$ cat src/rtl/calc_input_sequencer.sv
// Calculator key sequencer: builds BCD operands and an operator from keypad events, runs the ALU
// with a start/done handshake and picks the display source. Outputs are registered.
module calc_input_sequencer #(
  parameter  int DIGITS  = 4,
  parameter  int TIMEOUT = 1024,
  localparam int W       = 4 * DIGITS
) (
  input  logic         clk,
  input  logic         rst,
  input  logic         key_valid,
  input  logic [3:0]   key_code,
  output logic         alu_start,
  output logic [1:0]   alu_opcode,
  output logic [W-1:0] alu_a,
  output logic [W-1:0] alu_b,
  input  logic         alu_done,
  input  logic         alu_err,
  input  logic [W-1:0] alu_result,
  output logic [W-1:0] disp_data,
  output logic [2:0]   state_o,
  output logic         busy,
  output logic         err
);

  localparam int CW = $clog2(DIGITS + 1);
  localparam int TW = $clog2(TIMEOUT + 1);

  typedef enum logic [2:0] {
    S_A    = 3'd0,
    S_OP   = 3'd1,
    S_B    = 3'd2,
    S_EXEC = 3'd3,
    S_RES  = 3'd4,
    S_ERR  = 3'd5
  } state_t;

  state_t        state, nxt_state;
  logic [W-1:0]  a, nxt_a, b, nxt_b;
  logic [1:0]    opcode, nxt_opcode, pending, nxt_pending;
  logic [CW-1:0] count_a, nxt_count_a, count_b, nxt_count_b;
  logic          chain, nxt_chain;
  logic [TW-1:0] timer, nxt_timer;
  logic [W-1:0]  nxt_disp;

  logic          is_digit, is_op, is_eq, is_clr;
  logic [1:0]    key_op;
  logic [W-1:0]  key_ext;

  assign is_digit = key_valid && (key_code <= 4'd9);
  assign is_op    = key_valid && (key_code >= 4'd10) && (key_code <= 4'd13);
  assign is_eq    = key_valid && (key_code == 4'd14);
  assign is_clr   = key_valid && (key_code == 4'd15);
  // Keys 10..13 map to opcodes 0..3 by flipping bit 1 of the low pair.
  assign key_op   = key_code[1:0] ^ 2'b10;
  assign key_ext  = {{(W-4){1'b0}}, key_code};

  always_comb begin
    nxt_state   = state;
    nxt_a       = a;
    nxt_b       = b;
    nxt_opcode  = opcode;
    nxt_pending = pending;
    nxt_count_a = count_a;
    nxt_count_b = count_b;
    nxt_chain   = chain;
    nxt_timer   = timer;
    case (state)
      S_A: begin
        if (is_digit && count_a < CW'(DIGITS)) begin
          nxt_a       = {a[W-5:0], key_code};
          nxt_count_a = count_a + 1'b1;
        end else if (is_op) begin
          nxt_opcode = key_op;
          nxt_state  = S_OP;
        end
      end
      S_OP: begin
        if (is_op) begin
          nxt_opcode = key_op;
        end else if (is_digit) begin
          nxt_b       = key_ext;
          nxt_count_b = CW'(1);
          nxt_state   = S_B;
        end
      end
      S_B: begin
        if (is_digit && count_b < CW'(DIGITS)) begin
          nxt_b       = {b[W-5:0], key_code};
          nxt_count_b = count_b + 1'b1;
        end else if (is_eq || is_op) begin
          nxt_chain   = is_op;
          nxt_pending = is_op ? key_op : pending;
          nxt_timer   = '0;
          nxt_state   = S_EXEC;
        end
      end
      S_EXEC: begin
        nxt_timer = timer + 1'b1;
        if (alu_done) begin
          if (alu_err) begin
            nxt_state = S_ERR;
          end else begin
            nxt_a       = alu_result;
            nxt_count_a = CW'(DIGITS);
            nxt_chain   = 1'b0;
            if (chain) begin
              nxt_opcode = pending;
              nxt_state  = S_OP;
            end else begin
              nxt_state  = S_RES;
            end
          end
        end else if (timer == TW'(TIMEOUT - 1)) begin
          nxt_state = S_ERR;
        end
      end
      S_RES: begin
        if (is_digit) begin
          nxt_a       = key_ext;
          nxt_count_a = CW'(1);
          nxt_state   = S_A;
        end else if (is_op) begin
          nxt_opcode = key_op;
          nxt_state  = S_OP;
        end
      end
      S_ERR:   ;
      default: nxt_state = S_A;
    endcase
    // Clear overrides everything, including a coincident alu_done.
    if (is_clr) begin
      nxt_state   = S_A;
      nxt_a       = '0;
      nxt_b       = '0;
      nxt_opcode  = 2'd0;
      nxt_pending = 2'd0;
      nxt_count_a = '0;
      nxt_count_b = '0;
      nxt_chain   = 1'b0;
      nxt_timer   = '0;
    end
  end

  always_comb begin
    nxt_disp = nxt_a;
    case (nxt_state)
      S_B, S_EXEC: nxt_disp = nxt_b;
      S_ERR:       nxt_disp = {DIGITS{4'hE}};
      default:     nxt_disp = nxt_a;
    endcase
  end

  always_ff @(posedge clk or posedge rst) begin
    if (rst) begin
      state     <= S_A;
      a         <= '0;
      b         <= '0;
      opcode    <= 2'd0;
      pending   <= 2'd0;
      count_a   <= '0;
      count_b   <= '0;
      chain     <= 1'b0;
      timer     <= '0;
      alu_start <= 1'b0;
      disp_data <= '0;
      busy      <= 1'b0;
      err       <= 1'b0;
    end else begin
      state     <= nxt_state;
      a         <= nxt_a;
      b         <= nxt_b;
      opcode    <= nxt_opcode;
      pending   <= nxt_pending;
      count_a   <= nxt_count_a;
      count_b   <= nxt_count_b;
      chain     <= nxt_chain;
      timer     <= nxt_timer;
      alu_start <= (nxt_state == S_EXEC) && (state != S_EXEC);
      disp_data <= nxt_disp;
      busy      <= (nxt_state == S_EXEC);
      err       <= (nxt_state == S_ERR);
    end
  end

  assign alu_a      = a;
  assign alu_b      = b;
  assign alu_opcode = opcode;
  assign state_o    = state;

endmodule
$ cat config.mk
export PLATFORM = sky130hd
export DESIGN_NAME = calc_input_sequencer
export DESIGN_NICKNAME = d
export VERILOG_FILES = /design/src/rtl/calc_input_sequencer.sv
export SDC_FILE = /design/constraint.sdc
export NUM_CORES = 1
export LEC_CHECK = 0
export BUFFER_PORTS_ARGS = -buffer_cell sky130_fd_sc_hd__buf_4
export CAP_MARGIN = 20
export CORE_AREA = 2 2 99 101
export DETAILED_ROUTE_END_ITERATION = 7
export DIE_AREA = 0 0 101 103
export GPL_ROUTABILITY_DRIVEN = 0
export PLACE_DENSITY = 0.72
export RECOVER_POWER = 25
export SKIP_CTS_REPAIR_TIMING = 1
export SLEW_MARGIN = 20
export SYNTH_ARGS = -nofsm -noshare
export SYNTH_HDL_FRONTEND = slang
export SYNTH_SLANG_ARGS = --single-unit
$ cat constraint.sdc
create_clock -name clk -period 4.6 [get_ports clk]
set_input_delay 0.46 -clock clk [delete_from_list [all_inputs] [get_ports clk]]
set_output_delay 0.46 -clock clk [all_outputs]
set_load 0.005 [all_outputs]
==> metrics.md <==
| Metric | Value |
|---|---|
| Multi-input gate area | 1980 sq um |
| Layout cell share with drive strength beyond 1 | 28.0% |
| Post-layout util | 52.1% |
| Fillers | 895 |
| H-tree Lvls | 3 |
| Initial antenna violation count | 0 |
| Setup TNS | 0 ns |
| Prevailing post-synth register cell | dfrtp_1 |
| Critical path, cell by cell | clkbuf_4 > clkinvlp_2 > clkbuf_1 |
| Share of power burned in combinational logic | 40.7% |
| Die height | 103 microns |
| Final ANT Viol Nets | 0 |
| Fin crit share | 64.5% |
| Net Sw Power | 1.16 mW |
| Status | finished with violations |
| Cells on worst reg2reg path | 6 |
| Final hold vios | 0 |
| Ys Warns | 0 |
| Crit Path Class | in2async |
| Synth Net Count | 455 |
| Switching part of the total | 39.1% |
| Final Slew Violations | 79 |
| WP buf/inv | 3 |
| Clk_lat worst skew | 0.36 ns |
| Max stage delay on crit path | 1.34 ns |
| Final Non-Filler Cells | 610 |
| Met2 WL | 5.46 mm |
| Tmin final | 2.96 ns |
| Die area | 10400 sq um |
| Worst EP arrival | 3.11 ns |
| WHS Endpoint | alu_a[8] |
| Number of synthesized flops with an enable pin | 0 |
| Top delay family on crit path | buffers and inverters |
| Yosys cell types | 77 |
| First-pass GRT wire length | 18.5 mm |
| Die Wd | 101 microns |
| Clk sink count | 76 |
| Avg WL per Cell | 18.9 microns |
| Congestion Overflow GR | 0 |
| Sequential Power Share | 38.1% |
| Failing checks | capacitance limit, slew limit |
| Number of max-cap violations | 2 |
| Vias in the first global route | 3491 |
| TritonCTS clock tree | yes |
| Uppermost layer routed | met4 |
| Starting Density | 43.7% |
| Clock-pin slew on the worst setup and hold paths | 0.09 ns |
| Mapped Avg Cell Area | 9.67 sq um |
| Detailed Route WL | 11.5 mm |
| Worst hold path type | in2reg |
| Setup ws final | 1.64 ns |
| Pwr Total | 2.98 mW |
| Root Buffer | clkbuf_8 |
| Worst Skew | 0.00909 ns |
| Seq/Total Area, Yosys | 46.1% |
| Mapped cell area | 4130 sq um |
| Leak pwr | 2.27 nW |
| Relative slew slack | -39.9% |
| Port buffer count | 80 |
| Startpoint Class | input port |
| Ports | 81 |
| CP Capture Type | asynchronous set/reset pin |
| FF+latch count, synth | 76 |
| Met3 WL | 715 microns |
| Total number of vias | 3688 |
| Cell count after placement | 595 |
| Post-Synthesis Cells | 427 |
| Slowest CP cell | clkbuf_1 |
| Clock Path Buffers | 2 |
| Worst r2r src | state_o[1] |
| Pre-CTS setup slack | 1.80 ns |
| Final setup viols | 0 |
| FFs w/ async S/R, synth | 100% |
| Hold path depth | 3 |
| Number of DRC markers in iteration 0 | 317 |
| Max Freq | 337 MHz |
| Overall Global Routing Usage | 23.1% |
| Site Rows | 36 |
| Largest net degree at the start of global routing | 45 |
| CP max FO | 44 |
| CP required | 4.75 ns |
| Register Area | 1900 sq um |
| HP Start | alu_result[8] |
| DRT met1 WL | 5.21 mm |
| Internal power | 1.81 mW |
| Clock Power Share | 21.2% |
| RSZ-0062 raised after global routing | no |
| Antenna cell count | 0 |
| Reg-to-Reg End | disp_data[5] |
| Final net count | 520 |
| Register-to-register setup slack | 1.94 ns |
| CTS Buf Count | 9 |
| Area Growth Syn to Fin | 19.4% |
| Core area | 9460 sq um |
| PD cells | 604 nW/um^2 |
| Dpl hpwl | 7.97 mm |
| Drc violations | 0 |
| 1st-pass router iterations | 5 |
| Vias per cell | 6.05 |
| Least-Margin Pin Slew | 2.09 ns |
| Worst VDD drop | 242 uV |
==> worst max path at each step <==
| stage | startpoint | end | slack (ns) | depth (start not counted) |
|---|---|---|---|---|
| detailed placement | state_o[1] | alu_opcode[1] | 1.80 | 5 |
| global route | rst | disp_data[4] | 1.0 | 3 |
| finish | rst | alu_a[7] | 1.64 | 3 |
| global placement | state_o[2] | alu_opcode[1] | 1.86 | 5 |
| floorplan | rst | alu_a[0] | 2.20 | 1 |
| CTS | state_o[1] | alu_opcode[1] | 1.71 | 5 |
==> layout by cell type (no fill, tap or decap), types with 4 or more instances in the layout <==
master    netlist  final
o21ai_1         5      5
a211o_1         7      7
nand3_1        10     10
a21oi_2         4      4
nor2_1         31     31
dfrtp_1        76     76
clkbuf_8        0      9
a21oi_1        27     27
nand2b_1        6      6
nor3_1          8      8
inv_1          12     11
a22oi_1        14     14
and3_1          5      5
o21ai_0        26     26
a31oi_1        18     18
and2_1         10     10
buf_4           7     80
nand2_1        50     50
a211oi_1        5      5
o21ai_2         4      4
==> flip-flops by register name (all words and copies together) (netlist names) <==
name / cells
alu_a: 16
alu_b: 16
disp_data: 16
timer: 11
count_a: 3
count_b: 3
state_o: 3
alu_opcode: 2
pending: 2
alu_start: 1
busy: 1
chain: 1
err: 1
==> through the flow <==
| step | cell area, sq um | hold WS (ns) |
|---|---|---|
| final | 4930 | 0.435 |
| after global routing | 4930 | 0.431 |
| after CTS | 4930 | 0.370 |
| after detailed placement | 4690 | 0.496 |
| after global placement | 4690 | 0.488 |
| after floorplan | 4130 | 0.462 |
==> synth_stat cells (8+ instances only) <==
library cell | instances | area share [%]
buf_2 | 11 | 1.3
a21oi_1 | 27 | 3.3
o21ai_0 | 26 | 3.2
nand3_1 | 10 | 1.2
dfrtp_1 | 76 | 46
inv_1 | 12 | 1.1
a22oi_1 | 14 | 2.5
nor3_1 | 8 | 0.97
nor2_1 | 31 | 2.8
and2_1 | 10 | 1.5
a31oi_1 | 18 | 2.7
nand2_1 | 50 | 4.5
==> worst reg2reg max path: stages (launching register included) <==
cell,delay [ns]
dfrtp_1,0.79
and3b_1,0.53
nand2_1,0.27
and3_1,0.39
nand2_1,0.12
o21ai_0,0.12
a211o_1,0.34
==> power by group through the flow <==
| stage | Clock, mW | Combinational [mW] | Sequential (mW) |
|---|---|---|---|
| after floorplan | 0 | 0.804 | 1.06 |
| after global placement | 0 | 1.18 | 1.14 |
| after detailed placement | 0 | 1.20 | 1.14 |
| after CTS | 0.638 | 1.21 | 1.13 |
| after global routing | 0.676 | 1.35 | 1.16 |
| final | 0.631 | 1.21 | 1.14 |
==> layout make-up <==
class | count | area share, %
multi-input cells | 309 | 40.2
flip-flops and latches | 76 | 38.6
repair buffers | 82 | 12.4
well taps | 114 | 2.89
clock buffers | 9 | 2.51
clock inverters | 6 | 2.28
inverters | 14 | 1.14
==> layer usage <==
layer / GRT usage, % / vias up
met3: 4.34 / 19
met4: 6.34 / 0
met2: 34.4 / 175
met1: 34.5 / 1795
li1: - / 1699
met5: 0 / -
==> cell families (layout without fill, tap and decap cells) <==
family	after synthesis	after routing	share of synthesized area [%]
fa+ha+maj	3	3	0.909
xor+xnor	2	2	0.424
flops	76	76	46.1
compound gates	153	153	26.7
simple gates	146	146	18.5
mux	5	5	1.27
buf+inv	42	111	6.12
Note: power is estimated with default switching activity, not from simulation.
